## src/rtl/serial_word_framer.sv

```systemverilog
// Serial-to-parallel framer: hunts for SYNC_WORD MSB-first, then emits PAYLOAD_LEN words
// per frame and verifies that each frame is followed by another sync word.
module serial_word_framer #(
    parameter int               WIDTH       = 8,
    parameter logic [WIDTH-1:0] SYNC_WORD   = 8'hA5,
    parameter int               PAYLOAD_LEN = 4
) (
    input  logic             clk,
    input  logic             rst_n,
    input  logic             en,
    input  logic             din,
    output logic [WIDTH-1:0] dout,
    output logic             dout_valid,
    output logic             frame_done,
    output logic             locked,
    output logic             sync_err
);
    localparam int BW = $clog2(WIDTH);
    localparam int CW = (PAYLOAD_LEN > 1) ? $clog2(PAYLOAD_LEN) : 1;
    localparam int FW = $clog2(WIDTH + 1);

    typedef enum logic [1:0] {HUNT, PAYLOAD, CHECK} state_t;

    state_t           state, state_n;
    logic [WIDTH-1:0] sr, nxt;
    logic [FW-1:0]    fill;
    logic [BW-1:0]    bit_cnt, bit_n;
    logic [CW-1:0]    word_cnt, word_n;
    logic [WIDTH-1:0] dout_n;
    logic             locked_n, dv_n, fd_n, se_n;
    logic             fill_ok, last_bit, match;

    assign nxt      = {sr[WIDTH-2:0], din};
    // The bit being sampled now counts toward the fill, so a sync landing
    // exactly on the WIDTH-th bit after reset is accepted.
    assign fill_ok  = (fill >= FW'(WIDTH - 1));
    assign last_bit = (bit_cnt == BW'(WIDTH - 1));
    assign match    = (nxt == SYNC_WORD);

    always_ff @(posedge clk or negedge rst_n) begin
        if (!rst_n) begin
            sr   <= '0;
            fill <= '0;
        end else if (en) begin
            sr <= nxt;
            if (fill != FW'(WIDTH)) fill <= fill + FW'(1);
        end
    end

    always_ff @(posedge clk or negedge rst_n) begin
        if (!rst_n) begin
            state      <= HUNT;
            bit_cnt    <= '0;
            word_cnt   <= '0;
            dout       <= '0;
            locked     <= 1'b0;
            dout_valid <= 1'b0;
            frame_done <= 1'b0;
            sync_err   <= 1'b0;
        end else begin
            state      <= state_n;
            bit_cnt    <= bit_n;
            word_cnt   <= word_n;
            dout       <= dout_n;
            locked     <= locked_n;
            dout_valid <= dv_n;
            frame_done <= fd_n;
            sync_err   <= se_n;
        end
    end

    always_comb begin
        state_n  = state;
        bit_n    = bit_cnt;
        word_n   = word_cnt;
        dout_n   = dout;
        locked_n = locked;
        dv_n     = 1'b0;
        fd_n     = 1'b0;
        se_n     = 1'b0;
        if (en) begin
            case (state)
                HUNT: begin
                    if (fill_ok && match) begin
                        state_n  = PAYLOAD;
                        locked_n = 1'b1;
                        bit_n    = '0;
                        word_n   = '0;
                    end
                end
                PAYLOAD: begin
                    if (last_bit) begin
                        bit_n  = '0;
                        dout_n = nxt;
                        dv_n   = 1'b1;
                        if (word_cnt == CW'(PAYLOAD_LEN - 1)) begin
                            fd_n    = 1'b1;
                            state_n = CHECK;
                        end else begin
                            word_n = word_cnt + CW'(1);
                        end
                    end else begin
                        bit_n = bit_cnt + BW'(1);
                    end
                end
                CHECK: begin
                    if (last_bit) begin
                        bit_n = '0;
                        if (match) begin
                            state_n = PAYLOAD;
                            word_n  = '0;
                        end else begin
                            // sr keeps its contents so the hunt resumes on the very next bit
                            se_n     = 1'b1;
                            locked_n = 1'b0;
                            state_n  = HUNT;
                        end
                    end else begin
                        bit_n = bit_cnt + BW'(1);
                    end
                end
                default: state_n = HUNT;
            endcase
        end
    end
endmodule

```

## config.mk

```make
export PLATFORM = sky130hd
export DESIGN_NAME = serial_word_framer
export DESIGN_NICKNAME = d
export VERILOG_FILES = /design/src/rtl/serial_word_framer.sv
export SDC_FILE = /design/constraint.sdc
export NUM_CORES = 1
export LEC_CHECK = 0
export BUFFER_PORTS_ARGS = -buffer_cell sky130_fd_sc_hd__buf_2
export CAP_MARGIN = 20
export CORE_MARGIN = 3
export CORE_UTILIZATION = 40
export CTS_BUF_LIST = sky130_fd_sc_hd__clkbuf_4 sky130_fd_sc_hd__clkbuf_8 sky130_fd_sc_hd__clkbuf_16
export DETAILED_ROUTE_END_ITERATION = 10
export GPL_ROUTABILITY_DRIVEN = 0
export PLACE_DENSITY = 0.66
export SLEW_MARGIN = 20
export SYNTH_ARGS = -nofsm -noshare
export SYNTH_HDL_FRONTEND = slang
export SYNTH_SLANG_ARGS = --single-unit
```

## constraint.sdc

```tcl
create_clock -name clk -period 3.65 [get_ports clk]
set_clock_uncertainty 0.2 [all_clocks]
set_input_delay 0.365 -clock clk [delete_from_list [all_inputs] [get_ports clk]]
set_output_delay 0.365 -clock clk [all_outputs]
set_load 0.005 [all_outputs]
```

Yosys cells after proc, flatten, opt, wreduce, memory -nomap -nowiden
Cells that the tools add are included.
{ "op_classes": {"addsub": 3, "order_cmp": 1, "eq_ne": 13, "muxes": 30, "n_reduce_logical": 12} }
{ "ops": {"columns": ["op", "count"], "rows": [
  ["$mux 2", 9],
  ["$mux 1", 15],
  ["$ne 2x2->1 const B", 7],
  ["$pmux 2 s3", 2],
  ["$reduce_and 5->1", 2],
  ["$eq 8x8->1 const B", 1],
  ["$reduce_and 7->1", 1],
  ["$mux 3", 2],
  ["$pmux 3 s2", 1],
  ["$reduce_and 3->1", 2],
  ["$add 4x1->4 const B", 1],
  ["$eq 2x2->1 const B", 2],
  ["$ge 4x3->1 const B", 1],
  ["$ne 4x4->1 const B", 1],
  ["$reduce_bool 2->1", 2],
  ["$add 3x1->3 const B", 1],
  ["$eq 3x3->1 const B", 1],
  ["$reduce_bool 3->1", 1],
  ["$add 2x1->2 const B", 1],
  ["$eq 2x1->1 const B", 1],
  ["$logic_not 2->1", 1],
  ["$pmux 1 s2", 1],
  ["$reduce_and 2->1", 1],
  ["$reduce_or 2->1", 1],
  ["$logic_and 1x1->1", 1]
]} }
{ "totals": {"ff_bits": 30, "input_bits": 4, "out_inout_bits": 12, "word_cells": 69} }

Depth between registers and ports, before layout
{ "logic_depth": {"depth_word": 5, "ltp_mapped": 7, "depth_no_buf": 6} }

Worst setup path after synthesis
OpenSTA, ideal clock, no wires.
{ "synth_path": {"kind": "reg2reg", "from": "register bit_cnt[0]", "to": "register state[1]", "setup_ns": 0.126, "arrival_ns": 1.632, "t_required_ns": 3.324, "setup_slack_ns": 1.692, "path_stages_with_launch": 7, "n_path_buf": 0, "synth_period_minus_slack_ns": 1.958, "cell_sequence": "dfrtp_1 -> ha_1 -> ha_1 -> nand3_2 -> clkinv_1 -> and2_1 -> a221o_1"} }
{ "synth_via": {"elab_chain_len": 3, "word_cells_on_any_way": 4, "classes_between": "eq/ne: 3; reduce/logical: 1"} }
{ "synth_rtl": {"columns": ["element", "line", "source"], "rows": [
  ["from (decl)", "27", "logic [BW-1:0] bit_cnt, bit_n;"],
  ["from (signal assigned)", "62", "bit_cnt <= bit_n;"],
  ["$eq 3x3->1 *", "37", "assign last_bit = (bit_cnt == BW'(WIDTH - 1));"],
  ["$ne 2x2->1 (no line)", null, null],
  ["$reduce_and 5->1 (no line) *", null, null],
  ["to (signal assigned)", "61", "state <= state_n;"],
  ["to (decl)", "24", "state_t state, state_n;"]
]} }
Every way passes the cells marked *; elsewhere a longest branch is shown, timed or not.
A chain may end at the register's enable or synchronous reset.

Final worst setup path
Same ends and word-level chain as after synthesis.

==> flow_summary.json <==
{
  "power-per-cell-area_nw_per_um2": 717.4,
  "type_of_the_most_critical_hold_path": "input port to flop",
  "worst-slew-pin-transition_ns": 0.6532,
  "timing.critical_path.required_ns": 3.62,
  "avgRoutedWirePerCell_um": 13.82,
  "period_needed_ns": 2.140,
  "critPathKind": "flop to flop",
  "area_growth_syn_to_layout_pct": 14.22,
  "floorplan.die.width_um": 66.60,
  "core_area_um2": 3442,
  "max_clock_freq_ghz": 0.4673,
  "critPathTopFamily": "adder cells",
  "first_global_vias": 1042,
  "clk_pin_slew_worst_paths_ns": 0.06,
  "fin_worst_hold_slack_ns": 0.1513,
  "synth_fp_nets": 146,
  "synth_flop_cell": "sky130_fd_sc_hd__dfrtp_1",
  "place_hpwl_um": 1989,
  "global_route_wire_length_before_repair_um": 4919,
  "h-tree-depth": 2,
  "initial_antenna_violation_count": 0,
  "end_kind": "flop",
  "dr_total_vias": 1039,
  "crit-reg2reg-launch": "bit_cnt[0]",
  "layout.cell_area.non_filler_um2": 1678,
  "n_antenna_cell": 0,
  "routed_via_density": 5.221,
  "starting_drc_count_in_detailed_routing": 30,
  "yosys_register_bits": 30,
  "worstPathCellList": "ha_1, ha_1, nand3_2, clkinv_1, and2_1, a221o_1",
  "cts_root_buffer": "sky130_fd_sc_hd__clkbuf_8",
  "drt-total-wl_um": 2751,
  "row_count": 21,
  "cp_buf_inv_count": 1,
  "synthDistinctLibCells": 35,
  "number_of_nets_in_the_finished_design": 166,
  "start_util": 0.4268,
  "grt_overflow_total": 0,
  "numClockSinks": 30,
  "ys.warnings.count": 0,
  "drt.antenna.violating_nets": 0,
  "startpoint_of_the_tightest_hold_check_path": "din",
  "rrSetupSlack_ns": 1.51,
  "track_usage": 0.1534,
  "worstSkewPairLatency_ns": 0.28,
  "setup_tns_ns": 0,
  "die_y_um": 66.60,
  "capture_point_of_the_worst_reg_to_reg_path": "state[1]",
  "maxcap_viol_count": 0,
  "drt_pre_antenna_iters": 4,
  "syn_area_um2": 1469,
  "worst_path_largest_cell_delay_ns": 0.39,
  "p_leak_nw": 0.8324,
  "postPlaceCellArea_um2": 1589,
  "count_of_cells_along_the_worst_register_to_register_path": 6,
  "die_area_um2": 4436,
  "rel_slew_slack": 0.5645,
  "tritoncts_buffers": 5,
  "design.portCount": 16,
  "path_max_fanout": 10,
  "min_delay_worst_endpoint": "dout[0]",
  "ir_drop_uv": 443.8,
  "detail_route.drc_violations": 0,
  "grt_start_max_net_pins": 31,
  "timing_max_transition_violations_final": 0,
  "synth-edff-count": 0,
  "io_buffers": 15,
  "post_cts_setup_repair_bufs": 0,
  "cpMaxStageDelayCell": "sky130_fd_sc_hd__dfrtp_1",
  "async_reset_ff_frac": 1.000,
  "netlist_instances": 133,
  "synth_sequential_area_ratio": 0.5111,
  "startpoint_type": "flop",
  "drive_gt1_frac": 0.2353,
  "crit_path_frequent_cell": "sky130_fd_sc_hd__ha_1",
  "maximum_number_of_buffers_from_clock_root_to_sink": 2,
  "status": "completed",
  "hold_path_depth": 3,
  "arrival_time_reported_for_the_critical_path_endpoint_ns": 2.11,
  "timing.final.crit_share": 0.5862,
  "cts_tree": "done",
  "grt_setup_unrepaired": "no",
  "postSynthAreaPerCell_um2": 11.04,
  "timing.final.hold_violations": 0,
  "setup_viol": 0
}
==> area by class of cell <==
type	instances	area, um^2
inverter	9	33.78
fill	320	1764
timing repair buffer	16	85.08
clock inverter	2	10.01
multi-input combinational	91	671.9
clock buffer	5	68.82
tap	46	57.56
sequential	30	750.7
==> report_power, final <==
group | total, mW | internal (mW) | switching, mW
Sequential | 0.533 | 0.439 | 0.0944
Clock | 0.248 | 0.128 | 0.120
Combinational | 0.423 | 0.205 | 0.218
Total | 1.20 | 0.771 | 0.432
==> repair_timing <==
action / CTS / global route
hold buffers: 1 / 0
hold endpoints to repair: 30 / 0
gates resized for setup: 0 / 0
==> worst register-to-register path: stages, from the launching register on <==
cell and delay, ns:
sky130_fd_sc_hd__dfrtp_1 0.39, sky130_fd_sc_hd__ha_1 0.21, sky130_fd_sc_hd__ha_1 0.26, sky130_fd_sc_hd__nand3_2 0.18
sky130_fd_sc_hd__clkinv_1 0.25, sky130_fd_sc_hd__and2_1 0.25, sky130_fd_sc_hd__a221o_1 0.28
==> routing by layer <==
layer	track usage	routed length, um	vias to the layer above
li1	-	-	498
met1	0.1772	1214	511
met2	0.2550	1336	22
met3	0.04216	133	8
met4	0.08376	65	0
met5	0	0	-
==> cell usage in the layout, fill, tap and decap left out <==
master and n:
sky130_fd_sc_hd__o21ai_0 6, sky130_fd_sc_hd__o211ai_1 1, sky130_fd_sc_hd__nor2_1 1, sky130_fd_sc_hd__nand4_2 1
sky130_fd_sc_hd__ha_1 9, sky130_fd_sc_hd__nand4bb_4 2, sky130_fd_sc_hd__nor3_1 4, sky130_fd_sc_hd__dfrtp_1 30
sky130_fd_sc_hd__nand2_1 33, sky130_fd_sc_hd__mux2_2 8, sky130_fd_sc_hd__inv_1 8, sky130_fd_sc_hd__xnor2_1 2
sky130_fd_sc_hd__o31ai_4 1, sky130_fd_sc_hd__a221o_1 2, sky130_fd_sc_hd__a21oi_1 3, sky130_fd_sc_hd__nand3_2 1
sky130_fd_sc_hd__nor2b_1 1, sky130_fd_sc_hd__a31oi_1 1, sky130_fd_sc_hd__nor4_1 1, sky130_fd_sc_hd__dlygate4sd3_1 1
sky130_fd_sc_hd__mux2_1 1, sky130_fd_sc_hd__a22o_1 1, sky130_fd_sc_hd__clkinv_1 1, sky130_fd_sc_hd__o21a_1 1
sky130_fd_sc_hd__mux2_4 1, sky130_fd_sc_hd__and3_1 1, sky130_fd_sc_hd__clkbuf_8 5, sky130_fd_sc_hd__clkinv_2 2
sky130_fd_sc_hd__nand4_1 1, sky130_fd_sc_hd__nand2b_1 1, sky130_fd_sc_hd__nand3_1 2, sky130_fd_sc_hd__and3b_1 1
sky130_fd_sc_hd__buf_2 15, sky130_fd_sc_hd__and2_1 1, sky130_fd_sc_hd__o21bai_1 1, sky130_fd_sc_hd__mux2i_1 2
==> synthesized netlist by cell type (all sizes together), types with 3 or more instances <==
cell type | n | area [um^2]
nand2 | 33 | 123.9
dfrtp | 30 | 750.7
mux2 | 10 | 116.4
ha | 9 | 112.6
inv | 8 | 30.03
o21ai | 6 | 30.03
nor3 | 4 | 20.02
a21oi | 3 | 15.01
nand3 | 3 | 20.02
==> stage by stage <==
stage / setup slack (ns) / util / total power, mW / cells
2_1_floorplan: 1.692 / - / 0.8393 / 133
3_3_place_gp: 1.587 / 0.4617 / 0.9412 / 191
3_5_place_dp: 1.519 / 0.4617 / 0.9609 / 191
4_1_cts: 1.510 / 0.4875 / 1.219 / 199
5_1_grt: 1.363 / 0.4875 / 1.309 / 199
6_report: 1.510 / 0.4875 / 1.204 / 199
==> cells by family after synthesis <==
logic type      synth area share
compound gates           0.08433
xor+xnor                 0.01193
fa+ha+maj                0.07666
buf+inv                  0.03151
flops                     0.5111
mux                      0.09284
simple gates              0.1917
==> worst max path at each step <==
| stage | cells after the start | from | endpoint |
|---|---|---|---|
| after floorplan | 6 | bit_cnt[0] | state[1] |
| after global placement | 6 | bit_cnt[0] | state[1] |
| after detailed placement | 6 | bit_cnt[0] | state[1] |
| after CTS | 6 | bit_cnt[0] | state[1] |
| after global routing | 6 | bit_cnt[0] | state[1] |
| final | 6 | bit_cnt[0] | state[1] |
==> flip-flops by register name, indices dropped and copies added, names as in the netlist <==
signal and cells:
dout 8, sr 7, fill 4, bit_cnt 3, state 2, word_cnt 2, dout_valid 1, frame_done 1
locked 1, sync_err 1
Note: power is estimated with default switching activity, not from simulation.
